===== src/rtl/jk_bank_sequencer_if.sv =====
// Request, completion and bank-strobe bus of jk_bank_sequencer.
// The master drives requests and reports the bank state; the slave is the sequencer.
interface jk_bank_sequencer_if #(
  parameter int NREQ  = 4,
  parameter int WIDTH = 8,
  parameter int IDXW  = 3
) ();
  logic [NREQ-1:0]      req_valid;
  logic [NREQ-1:0]      req_ready;
  logic [NREQ*IDXW-1:0] req_idx;
  logic [NREQ*2-1:0]    req_op;
  logic                 clr_start;
  logic                 clr_done;
  logic [WIDTH-1:0]     jk_j;
  logic [WIDTH-1:0]     jk_k;
  logic [WIDTH-1:0]     bank_q;
  logic                 done_valid;
  logic [2:0]           done_id;
  logic                 done_q;
  logic                 done_err;

  modport master (
    output req_valid, req_idx, req_op, clr_start, bank_q,
    input  req_ready, clr_done, jk_j, jk_k, done_valid, done_id, done_q, done_err
  );

  modport slave (
    input  req_valid, req_idx, req_op, clr_start, bank_q,
    output req_ready, clr_done, jk_j, jk_k, done_valid, done_id, done_q, done_err
  );
endinterface


===== src/rtl/jk_bank_sequencer.sv =====
// Round-robin sequencer sharing a bank of JK cells among NREQ requesters:
// grant at t, registered j/k strobe at t+1, completion with post-op q at t+2.
module jk_bank_sequencer #(
  parameter int NREQ  = 4,
  parameter int WIDTH = 8,
  parameter int IDXW  = 3
) (
  input  logic               clk,
  input  logic               reset,
  jk_bank_sequencer_if.slave bus
);
  localparam int          PW     = (NREQ > 1) ? $clog2(NREQ) : 1;
  localparam logic [PW:0] NREQ_W = (PW + 1)'(NREQ);

  typedef enum logic [1:0] {IDLE, CLR_DRIVE, CLR_WAIT} state_e;

  state_e           state_q, state_d;
  logic [PW-1:0]    ptr_q, ptr_d;

  logic [NREQ-1:0]  valid_rot;
  logic [PW-1:0]    first_off;
  logic [PW:0]      grant_sum;
  logic [PW:0]      ptr_nxt;
  logic [PW-1:0]    grant_id;
  logic             grant;
  logic [NREQ-1:0]  ready;
  logic [IDXW-1:0]  sel_idx;
  logic [1:0]       sel_op;
  logic             sel_err;

  logic             s1_valid_q, s1_valid_d;
  logic [PW-1:0]    s1_id_q, s1_id_d;
  logic [IDXW-1:0]  s1_idx_q, s1_idx_d;
  logic             s1_err_q, s1_err_d;
  logic [WIDTH-1:0] jk_j_q, jk_j_d;
  logic [WIDTH-1:0] jk_k_q, jk_k_d;
  logic             clr_done_q, clr_done_d;

  logic             done_valid_q;
  logic [2:0]       done_id_q;
  logic [IDXW-1:0]  done_idx_q;
  logic             done_err_q;

  // Rotate valids so bit 0 is the pointer position; the lowest set bit wins.
  always_comb begin
    valid_rot = NREQ'({bus.req_valid, bus.req_valid} >> ptr_q);
    first_off = '0;
    for (int n = NREQ - 1; n >= 0; n--) begin
      if (valid_rot[n]) first_off = PW'(n);
    end
    grant_sum = {1'b0, ptr_q} + {1'b0, first_off};
    if (grant_sum >= NREQ_W) grant_sum = grant_sum - NREQ_W;
    grant_id = grant_sum[PW-1:0];
    ptr_nxt  = {1'b0, grant_id} + (PW + 1)'(1);
    if (ptr_nxt == NREQ_W) ptr_nxt = '0;
    sel_idx  = bus.req_idx[grant_id*IDXW +: IDXW];
    sel_op   = bus.req_op[grant_id*2 +: 2];
    sel_err  = 32'(sel_idx) >= 32'(WIDTH);
    grant    = (state_q == IDLE) && !bus.clr_start && !reset && (|bus.req_valid);
  end

  always_comb begin
    // NOTE: every variable gets a default before the case so no path can infer a latch.
    state_d    = state_q;
    ptr_d      = ptr_q;
    ready      = '0;
    s1_valid_d = 1'b0;
    s1_id_d    = grant_id;
    s1_idx_d   = sel_idx;
    s1_err_d   = sel_err;
    jk_j_d     = '0;
    jk_k_d     = '0;
    clr_done_d = 1'b0;
    unique case (state_q)
      IDLE: begin
        if (bus.clr_start && !reset) begin
          state_d = CLR_DRIVE;
          jk_k_d  = '1;
        end else if (grant) begin
          ready      = NREQ'(1) << grant_id;
          ptr_d      = ptr_nxt[PW-1:0];
          s1_valid_d = 1'b1;
          if (!sel_err) begin
            jk_j_d = WIDTH'(sel_op[1]) << sel_idx;
            jk_k_d = WIDTH'(sel_op[0]) << sel_idx;
          end
        end
      end
      CLR_DRIVE: state_d = CLR_WAIT;
      CLR_WAIT: begin
        state_d    = IDLE;
        clr_done_d = 1'b1;
      end
      default: state_d = IDLE;
    endcase
  end

  always_ff @(posedge clk) begin
    // NOTE: non-blocking assignments so every register samples pre-edge values.
    if (reset) begin
      state_q      <= IDLE;
      ptr_q        <= '0;
      s1_valid_q   <= 1'b0;
      s1_id_q      <= '0;
      s1_idx_q     <= '0;
      s1_err_q     <= 1'b0;
      jk_j_q       <= '0;
      jk_k_q       <= '0;
      clr_done_q   <= 1'b0;
      done_valid_q <= 1'b0;
      done_id_q    <= '0;
      done_idx_q   <= '0;
      done_err_q   <= 1'b0;
    end else begin
      state_q      <= state_d;
      ptr_q        <= ptr_d;
      s1_valid_q   <= s1_valid_d;
      s1_id_q      <= s1_id_d;
      s1_idx_q     <= s1_idx_d;
      s1_err_q     <= s1_err_d;
      jk_j_q       <= jk_j_d;
      jk_k_q       <= jk_k_d;
      clr_done_q   <= clr_done_d;
      done_valid_q <= s1_valid_q;
      done_id_q    <= 3'(s1_id_q);
      done_idx_q   <= s1_idx_q;
      done_err_q   <= s1_err_q;
    end
  end

  assign bus.req_ready  = ready;
  assign bus.jk_j       = jk_j_q;
  assign bus.jk_k       = jk_k_q;
  assign bus.clr_done   = clr_done_q;
  assign bus.done_valid = done_valid_q;
  assign bus.done_id    = done_id_q;
  assign bus.done_err   = done_err_q;
  // The strobe landed on the edge that started this cycle, so bank_q already holds the result.
  assign bus.done_q     = done_valid_q && !done_err_q &&
                          (|(bus.bank_q & (WIDTH'(1) << done_idx_q)));
endmodule


===== src/flat_wrapper.sv =====
// flat-port wrapper written by rule: the top's interface ports become plain ports
module jk_bank_sequencer_flat 
#(
  parameter int NREQ  = 4,
  parameter int WIDTH = 8,
  parameter int IDXW  = 3
)
  (clk, reset, bus_req_valid, bus_req_idx, bus_req_op, bus_clr_start, bus_bank_q, bus_req_ready, bus_clr_done, bus_jk_j, bus_jk_k, bus_done_valid, bus_done_id, bus_done_q, bus_done_err);
  jk_bank_sequencer_if #(.NREQ(NREQ), .WIDTH(WIDTH), .IDXW(IDXW)) bus_i ();
  input  logic clk;
  input  logic reset;
  input wire logic [$bits(bus_i.req_valid)-1:0] bus_req_valid;
  input wire logic [$bits(bus_i.req_idx)-1:0] bus_req_idx;
  input wire logic [$bits(bus_i.req_op)-1:0] bus_req_op;
  input wire logic [$bits(bus_i.clr_start)-1:0] bus_clr_start;
  input wire logic [$bits(bus_i.bank_q)-1:0] bus_bank_q;
  output wire logic [$bits(bus_i.req_ready)-1:0] bus_req_ready;
  output wire logic [$bits(bus_i.clr_done)-1:0] bus_clr_done;
  output wire logic [$bits(bus_i.jk_j)-1:0] bus_jk_j;
  output wire logic [$bits(bus_i.jk_k)-1:0] bus_jk_k;
  output wire logic [$bits(bus_i.done_valid)-1:0] bus_done_valid;
  output wire logic [$bits(bus_i.done_id)-1:0] bus_done_id;
  output wire logic [$bits(bus_i.done_q)-1:0] bus_done_q;
  output wire logic [$bits(bus_i.done_err)-1:0] bus_done_err;
  assign bus_i.req_valid = bus_req_valid;
  assign bus_i.req_idx = bus_req_idx;
  assign bus_i.req_op = bus_req_op;
  assign bus_i.clr_start = bus_clr_start;
  assign bus_i.bank_q = bus_bank_q;
  assign bus_req_ready = bus_i.req_ready;
  assign bus_clr_done = bus_i.clr_done;
  assign bus_jk_j = bus_i.jk_j;
  assign bus_jk_k = bus_i.jk_k;
  assign bus_done_valid = bus_i.done_valid;
  assign bus_done_id = bus_i.done_id;
  assign bus_done_q = bus_i.done_q;
  assign bus_done_err = bus_i.done_err;
  jk_bank_sequencer #(.NREQ(NREQ), .WIDTH(WIDTH), .IDXW(IDXW)) u_core (.clk(clk), .reset(reset), .bus(bus_i));
endmodule

===== config.mk =====
export PLATFORM = sky130hd
export DESIGN_NAME = jk_bank_sequencer_flat
export DESIGN_NICKNAME = d
export VERILOG_FILES = /design/src/rtl/jk_bank_sequencer_if.sv /design/src/rtl/jk_bank_sequencer.sv /design/src/flat_wrapper.sv
export SDC_FILE = /design/constraint.sdc
export NUM_CORES = 1
export LEC_CHECK = 0
export CAP_MARGIN = 20
export CORE_ASPECT_RATIO = 1.5
export CORE_UTILIZATION = 45
export CTS_BUF_LIST = sky130_fd_sc_hd__clkbuf_4 sky130_fd_sc_hd__clkbuf_8
export CTS_CLUSTER_SIZE = 12
export DETAILED_ROUTE_END_ITERATION = 12
export PLACE_DENSITY = 0.8
export REMOVE_ABC_BUFFERS = 1
export SYNTH_ARGS = -nofsm -noshare
export SYNTH_HDL_FRONTEND = slang
export SYNTH_SLANG_ARGS = --single-unit
export TNS_END_PERCENT = 5

===== constraint.sdc =====
create_clock -name clk -period 3.98 [get_ports clk]
set_input_delay 0.796 -clock clk [delete_from_list [all_inputs] [get_ports clk]]
set_output_delay 0.796 -clock clk [all_outputs]
set_load 0.02 [all_outputs]

==> results.toml, run 1 <==
[routing]
wl_met1_mm = 1.652
drtIter0Drc = 39
drc = 0
viasPerCell = 5.506
wl_met2_mm = 2.270
vias = 1740
wl_per_cell_um = 13.47
antenna_left = 0
dr_wl_met3_um = 237
firstDrtPassIters = 4
dr.max_layer_used = "met4"
drt-total-wl_mm = 4.257

[flow_run]
max-cap-violations = 0

[global_routing]
grt_max_degree = 27
globalRouteOverflowTotal = 0
gr-usage-all-layers_pct = 23.09
grt_pass1_wl_mm = 7.017
antenna_found_initial = 0
grt_pass1_vias = 1629

[clocking]
cts_root_buffer = "clkbuf_8"
cts_sinks = 33
post_cts_buffers = 0
worst_skew_pair.late_latency_ps = 280
htreeDepth = 2
cts_buffer_depth = 2
cts_buffers = 5
clkSlewWorstSetupHoldPaths_ps = 70
cts_tree = "yes"

[status]
status = "finished clean"

[synth]
netlist_area_sq_um = 1723
ys_seq_elements = 33
synth_ff_type = "dfxtp_1"
async_flop_share_pct = 0
synth_compound_area_share_pct = 20.84
synth_top_family_by_area = "simple AND/OR/NAND/NOR gates"
synthXorXnorAreaFrac_pct = 1.017
yosys.area_share.adder_pct = 3.631
avgSynthCellArea_sq_um = 8.487
synth_seq_area_share_pct = 38.34
yosys.area_share.simple_pct = 24.62
yosys_warnings = 0
synth_edf_count = 0
synthMuxAreaShare_pct = 5.084
syn_inst = 203
ys_types = 46

[hold_path]
hold_start = "u_core.s1_id_q[0]"
min_to = "u_core.bus.done_id[0]"
holdCritPathClass = "flop to flop"
min_path_cells = 1

[place]
io_buffers = 59
pre_cts_slack_ps = -229.4
hpwlAfterDp_mm = 3.355
place_congestion = 0.8899

[final_layout]
layout_common_cells = "clkdlybuf4s50_1 (53), dfxtp_1 (33), nor2_1 (20)"
final_util_pct = 67.79
area_growth_pct = 44.88
final_common_cell = "clkdlybuf4s50_1"
n_fill_cell = 317
finalNetCount = 312
num_antenna_cells = 0
drive_above_1_share_pct = 12.45

[worst_setup_path]
criticalPathCategory = "primary input to output port"
worstSetupEndpointType = "output port"
start_kind = "primary input"
r2r_start = "u_core.ptr_q[0]"
r2r-end = "u_core.bus.jk_j[7]"
arrival_ps = 2980
reg2reg_slack_ps = 1130
crit_required_ps = 3180
worstPathMaxFanout = 4
r2r_cells = 9

[sta]
setup_ws_ps = 199.5
finalMaxSlewViolations = 0
finClkSkew_ps = 3.967
hold_viol_final = 0
fin_crit_sh_pct = 94.99
setup_viol = 0
max_clock_freq_mhz = 264.5
rsz0062_at_grt = "false"
layout_min_cycle_time_ps = 3780

[die]
start_util_pct = 46.79
die_area_sq_um = 4085
io_pins = 62
die_height_um = 77.78
rows = 27
coreArea_sq_um = 3682
die_w_um = 52.52

[power]
p_per_area_nw_per_um2 = 372.8
p_leak_nw = 0.9809
vdd_ir_drop_max_mv = 0.2637
area by class of cell:
| cell class | count | area [sq um] | share of cell area, % |
|---|---|---|---|
| Clock inverter | 3 | 17.52 | 0.7018 |
| Sequential cell | 33 | 660.6 | 26.47 |
| Clock buffer | 5 | 68.82 | 2.757 |
| Multi-Input combinational cell | 147 | 969.7 | 38.85 |
| Tap cell | 43 | 53.80 | 2.155 |
| Inverter | 11 | 41.29 | 1.654 |
| Timing Repair Buffer | 74 | 684.4 | 27.42 |
cells in the mapped netlist (all sizes together), types with 2 or more instances:
library cell  count  area [sq um]
a211oi            2         15.01
a21oi             7         35.03
a32o              3         30.03
a32oi             3         26.28
and2              5         31.28
and3              2         12.51
buf               9         51.29
clkbuf            4         15.01
dfxtp            33         660.6
ha                5         62.56
inv              11         41.29
mux2i             2         20.02
mux4              3         67.56
nand2            18         67.56
nand2b            3         18.77
nand3             7         35.03
nand3b            2         15.01
nand4             2         12.51
nor2             22         82.58
nor2b            10         62.56
nor3              6         30.03
nor3b             2         15.01
nor4              2         12.51
o21ai             5         25.02
o22a              3         26.28
o22ai             3         18.77
o311ai            3         26.28
o31ai             7         52.55
o32ai             3         26.28
or4               3         22.52
worst max path at each step:
stage / endpoint / start / depth (start not counted) / slack [ps]
finish: bus_req_ready[0] / bus_req_valid[3] / 14 / 200
global route: bus_req_ready[0] / bus_req_valid[3] / 14 / 20
CTS: bus_req_ready[0] / bus_req_valid[3] / 12 / 3
detailed placement: bus_req_ready[0] / bus_req_valid[0] / 12 / -230
global placement: bus_req_ready[0] / bus_req_valid[3] / 12 / -130
floorplan: bus_req_ready[1] / bus_req_valid[3] / 9 / -50
registers in the layout, summed over array words and instances (netlist names), 2 cells and up:
name and cells:
u_core.ptr_q 2, u_core.state_q 2, u_core.bus.jk_j 8, u_core.s1_id_q 2, u_core.s1_idx_q 3, u_core.bus.jk_k 8, u_core.done_idx_q 3, u_core.bus.done_id 2
stage by stage:
stage | total power, mW | area [sq um] | instances | hold slack, ps | TNS [ps]
floorplan | 0.5575 | 1660 | 191 | 413.8 | -106.5
finish | 0.9305 | 2496 | 316 | 439.0 | 0
global placement | 0.6942 | 2417 | 308 | 419.3 | -489.8
CTS | 0.9352 | 2497 | 316 | 441.7 | 0
detailed placement | 0.6980 | 2417 | 308 | 425.5 | -832.3
global route | 0.9868 | 2496 | 316 | 462.4 | 0
critical path: stages:
cell	delay (ps)
clkdlybuf4s50_1	410
buf_4	150
nor2_2	130
nor4_2	50
a21oi_1	130
o21ai_1	90
ha_1	200
xnor2_1	180
xor2_1	200
buf_4	160
inv_2	40
ha_1	160
and2_1	130
clkbuf_2	150
report_power, final:
| part | total [mW] | internal [mW] | switching (mW) |
|---|---|---|---|
| clock | 0.239 | 0.120 | 0.118 |
| sequential | 0.370 | 0.358 | 0.0125 |
| combinational | 0.321 | 0.146 | 0.175 |
| total | 0.930 | 0.625 | 0.306 |
logic make-up (layout without fill, tap and decap cells):
logic type / Yosys count / count (layout)
muxes: 5 / 5
other: 1 / 2
adders and majority gates: 5 / 5
buffers and inverters: 24 / 93
xor gates and xnor gates: 2 / 2
AOI/OAI and AO/OA: 48 / 48
and+or+nand+nor: 85 / 85
DFF: 33 / 33
routing by layer:
layer / up-vias / global-route usage, %
li1: 879 / -
met1: 779 / 24.94
met3: 8 / 5.294
met2: 74 / 39.37
met5: - / 0
met4: 0 / 13.16
what timing repair did:
action	4_1_cts	5_1_grt
gates resized for setup	5	13
setup endpoints to repair	4	4
pin swaps	0	1
hold buffers	0	0
Note: power is estimated with default switching activity, not from simulation.
==> run 2: changes to the inputs <==
--- a/config.mk
+++ b/config.mk
@@ -7,12 +7,13 @@
 export LEC_CHECK = 0
 export CAP_MARGIN = 20
 export CORE_ASPECT_RATIO = 1.5
-export CORE_UTILIZATION = 45
+export CORE_UTILIZATION = 43
 export CTS_BUF_LIST = sky130_fd_sc_hd__clkbuf_4 sky130_fd_sc_hd__clkbuf_8
 export CTS_CLUSTER_SIZE = 12
 export DETAILED_ROUTE_END_ITERATION = 12
-export PLACE_DENSITY = 0.8
+export PLACE_DENSITY = 0.77
 export REMOVE_ABC_BUFFERS = 1
+export SETUP_SLACK_MARGIN = 0.4
 export SYNTH_ARGS = -nofsm -noshare
 export SYNTH_HDL_FRONTEND = slang
 export SYNTH_SLANG_ARGS = --single-unit
==> results.toml, run 2 (synthesis results as in run 1) <==
[die]
start_util_pct = 45.95
die_w_um = 53.69
rows = 27
coreArea_sq_um = 3750
io_pins = 62
die_height_um = 79.53
die_area_sq_um = 4269

[sta]
finalMaxSlewViolations = 0
setup_viol = 0
layout_min_cycle_time_ps = 3351
rsz0062_at_grt = "false"
setup_tns_ps = 0
finClkSkew_ps = 4.347
fin_crit_sh_pct = 84.19
max_clock_freq_mhz = 298.4
hold_viol_final = 0

[worst_setup_path]
worstSetupEndpointType = "output port"
start_kind = "primary input"
crit_path_max_incr_delay_ps = 180
worstPathMaxFanout = 4
critPathBufInv = 5
crit_required_ps = 3180
arrival_ps = 2550
criticalPathCategory = "primary input to output port"
crit_top_cell = "buf_4"
path_cells = "clkbuf_2 -> buf_6 -> nor2_4 -> nor4_2 -> a21oi_1 -> o21ai_2 -> ha_2 -> xnor2_2 -> xor2_1 -> buf_4 -> inv_2 -> ha_1 -> and2_1 -> buf_4"
crit_family = "buffers and inverters"
reg2reg_slack_ps = 1190
r2r-end = "u_core.bus.jk_j[7]"
r2r_cells = 9
r2r_start = "u_core.ptr_q[0]"
crit_slowest_cell = "ha_2"

[routing]
firstDrtPassIters = 4
vias = 1726
drc = 0
antenna_left = 0
drt-total-wl_mm = 4.296
drtIter0Drc = 35
viasPerCell = 5.462
wl_per_cell_um = 13.59

[power]
p_per_area_nw_per_um2 = 377.8
power.total_uw = 949.6
p_leak_nw = 0.9839
vdd_ir_drop_max_mv = 0.3141

[final_layout]
final_common_cell = "clkdlybuf4s50_1"
layout_common_cells = "clkdlybuf4s50_1 (51), dfxtp_1 (33), nor2_1 (20)"
num_antenna_cells = 0
finalNetCount = 312
finalNonFillerCells = 316
drive_above_1_share_pct = 15.75
area_growth_pct = 45.90

[clocking]
clkSlewWorstSetupHoldPaths_ps = 60
worst_skew_pair.late_latency_ps = 280
cts_root_buffer = "clkbuf_8"
cts_buffer_depth = 2
htreeDepth = 2
cts_sinks = 33
post_cts_buffers = 0
cts_tree = "yes"
cts_buffers = 5

[place]
dp.cells = 308
hpwlAfterDp_mm = 3.403
io_buffers = 59
place_congestion = 0.8891

[global_routing]
globalRouteOverflowTotal = 0
antenna_found_initial = 0
grt_pass1_wl_mm = 6.941
gr-usage-all-layers_pct = 22.48
grt_pass1_vias = 1556
grt_max_degree = 27

[hold_path]
min_to = "u_core.bus.done_id[0]"
min_path_cells = 1
holdCritPathClass = "flop to flop"
hold_start = "u_core.s1_id_q[0]"

[flow_run]
max-cap-violations = 0

[status]
status = "finished clean"
## run 2: repair_timing
item                                    in CTS  in global routing
pin swaps                                    3                  4
hold buffers                                 0                  0
endpoints found under the setup margin       4                  4
gates resized for setup                     30                 11
## run 2: per-layer routing
| metal | vias up | track usage (%) | wire length, um |
|---|---|---|---|
| li1 | 872 | - | - |
| met2 | 70 | 38.27 | 2256 |
| met5 | - | 0 | 0 |
| met4 | 0 | 12.89 | 136 |
| met3 | 12 | 4.571 | 223 |
| met1 | 772 | 24.53 | 1680 |
## run 2: per-stage QoR
| stage | setup WS (ps) | instance area [sq um] | util [%] | hold slack (ps) |
|---|---|---|---|---|
| CTS | 444.4 | 2516 | 67.10 | 433.5 |
| finish | 629.3 | 2514 | 67.03 | 430.8 |
| global route | 443.1 | 2514 | 67.03 | 458.8 |
| floorplan | -53.60 | 1660 | - | 413.8 |
| detailed placement | -171.3 | 2417 | 64.46 | 420.4 |
| global placement | -134.0 | 2417 | 64.46 | 420.4 |
## run 2: cell type report
cell class                      instances  area [sq um]
Tap cell                               43         53.80
Inverter                               11         41.29
Clock buffer                            8         91.34
Multi-Input combinational cell        147         994.7
Sequential cell                        33         660.6
Fill cell                             338          1236
Timing Repair Buffer                   74         671.9
## run 2: how the worst max path moves through the flow
stage,from,end,depth (start not counted)
finish,bus_req_valid[3],bus_req_ready[1],14
global route,bus_req_valid[3],bus_req_ready[0],14
CTS,bus_req_valid[3],bus_req_ready[1],14
detailed placement,bus_req_valid[3],bus_req_ready[0],14
global placement,bus_req_valid[3],bus_req_ready[1],12
floorplan,bus_req_valid[3],bus_req_ready[1],9
## run 2: report_power, final
group          total (mW)  internal, mW  leakage, nW  switching, mW
sequential          0.371         0.358        0.271         0.0130
clock               0.250         0.144       0.0498          0.106
combinational       0.328         0.149        0.664          0.179
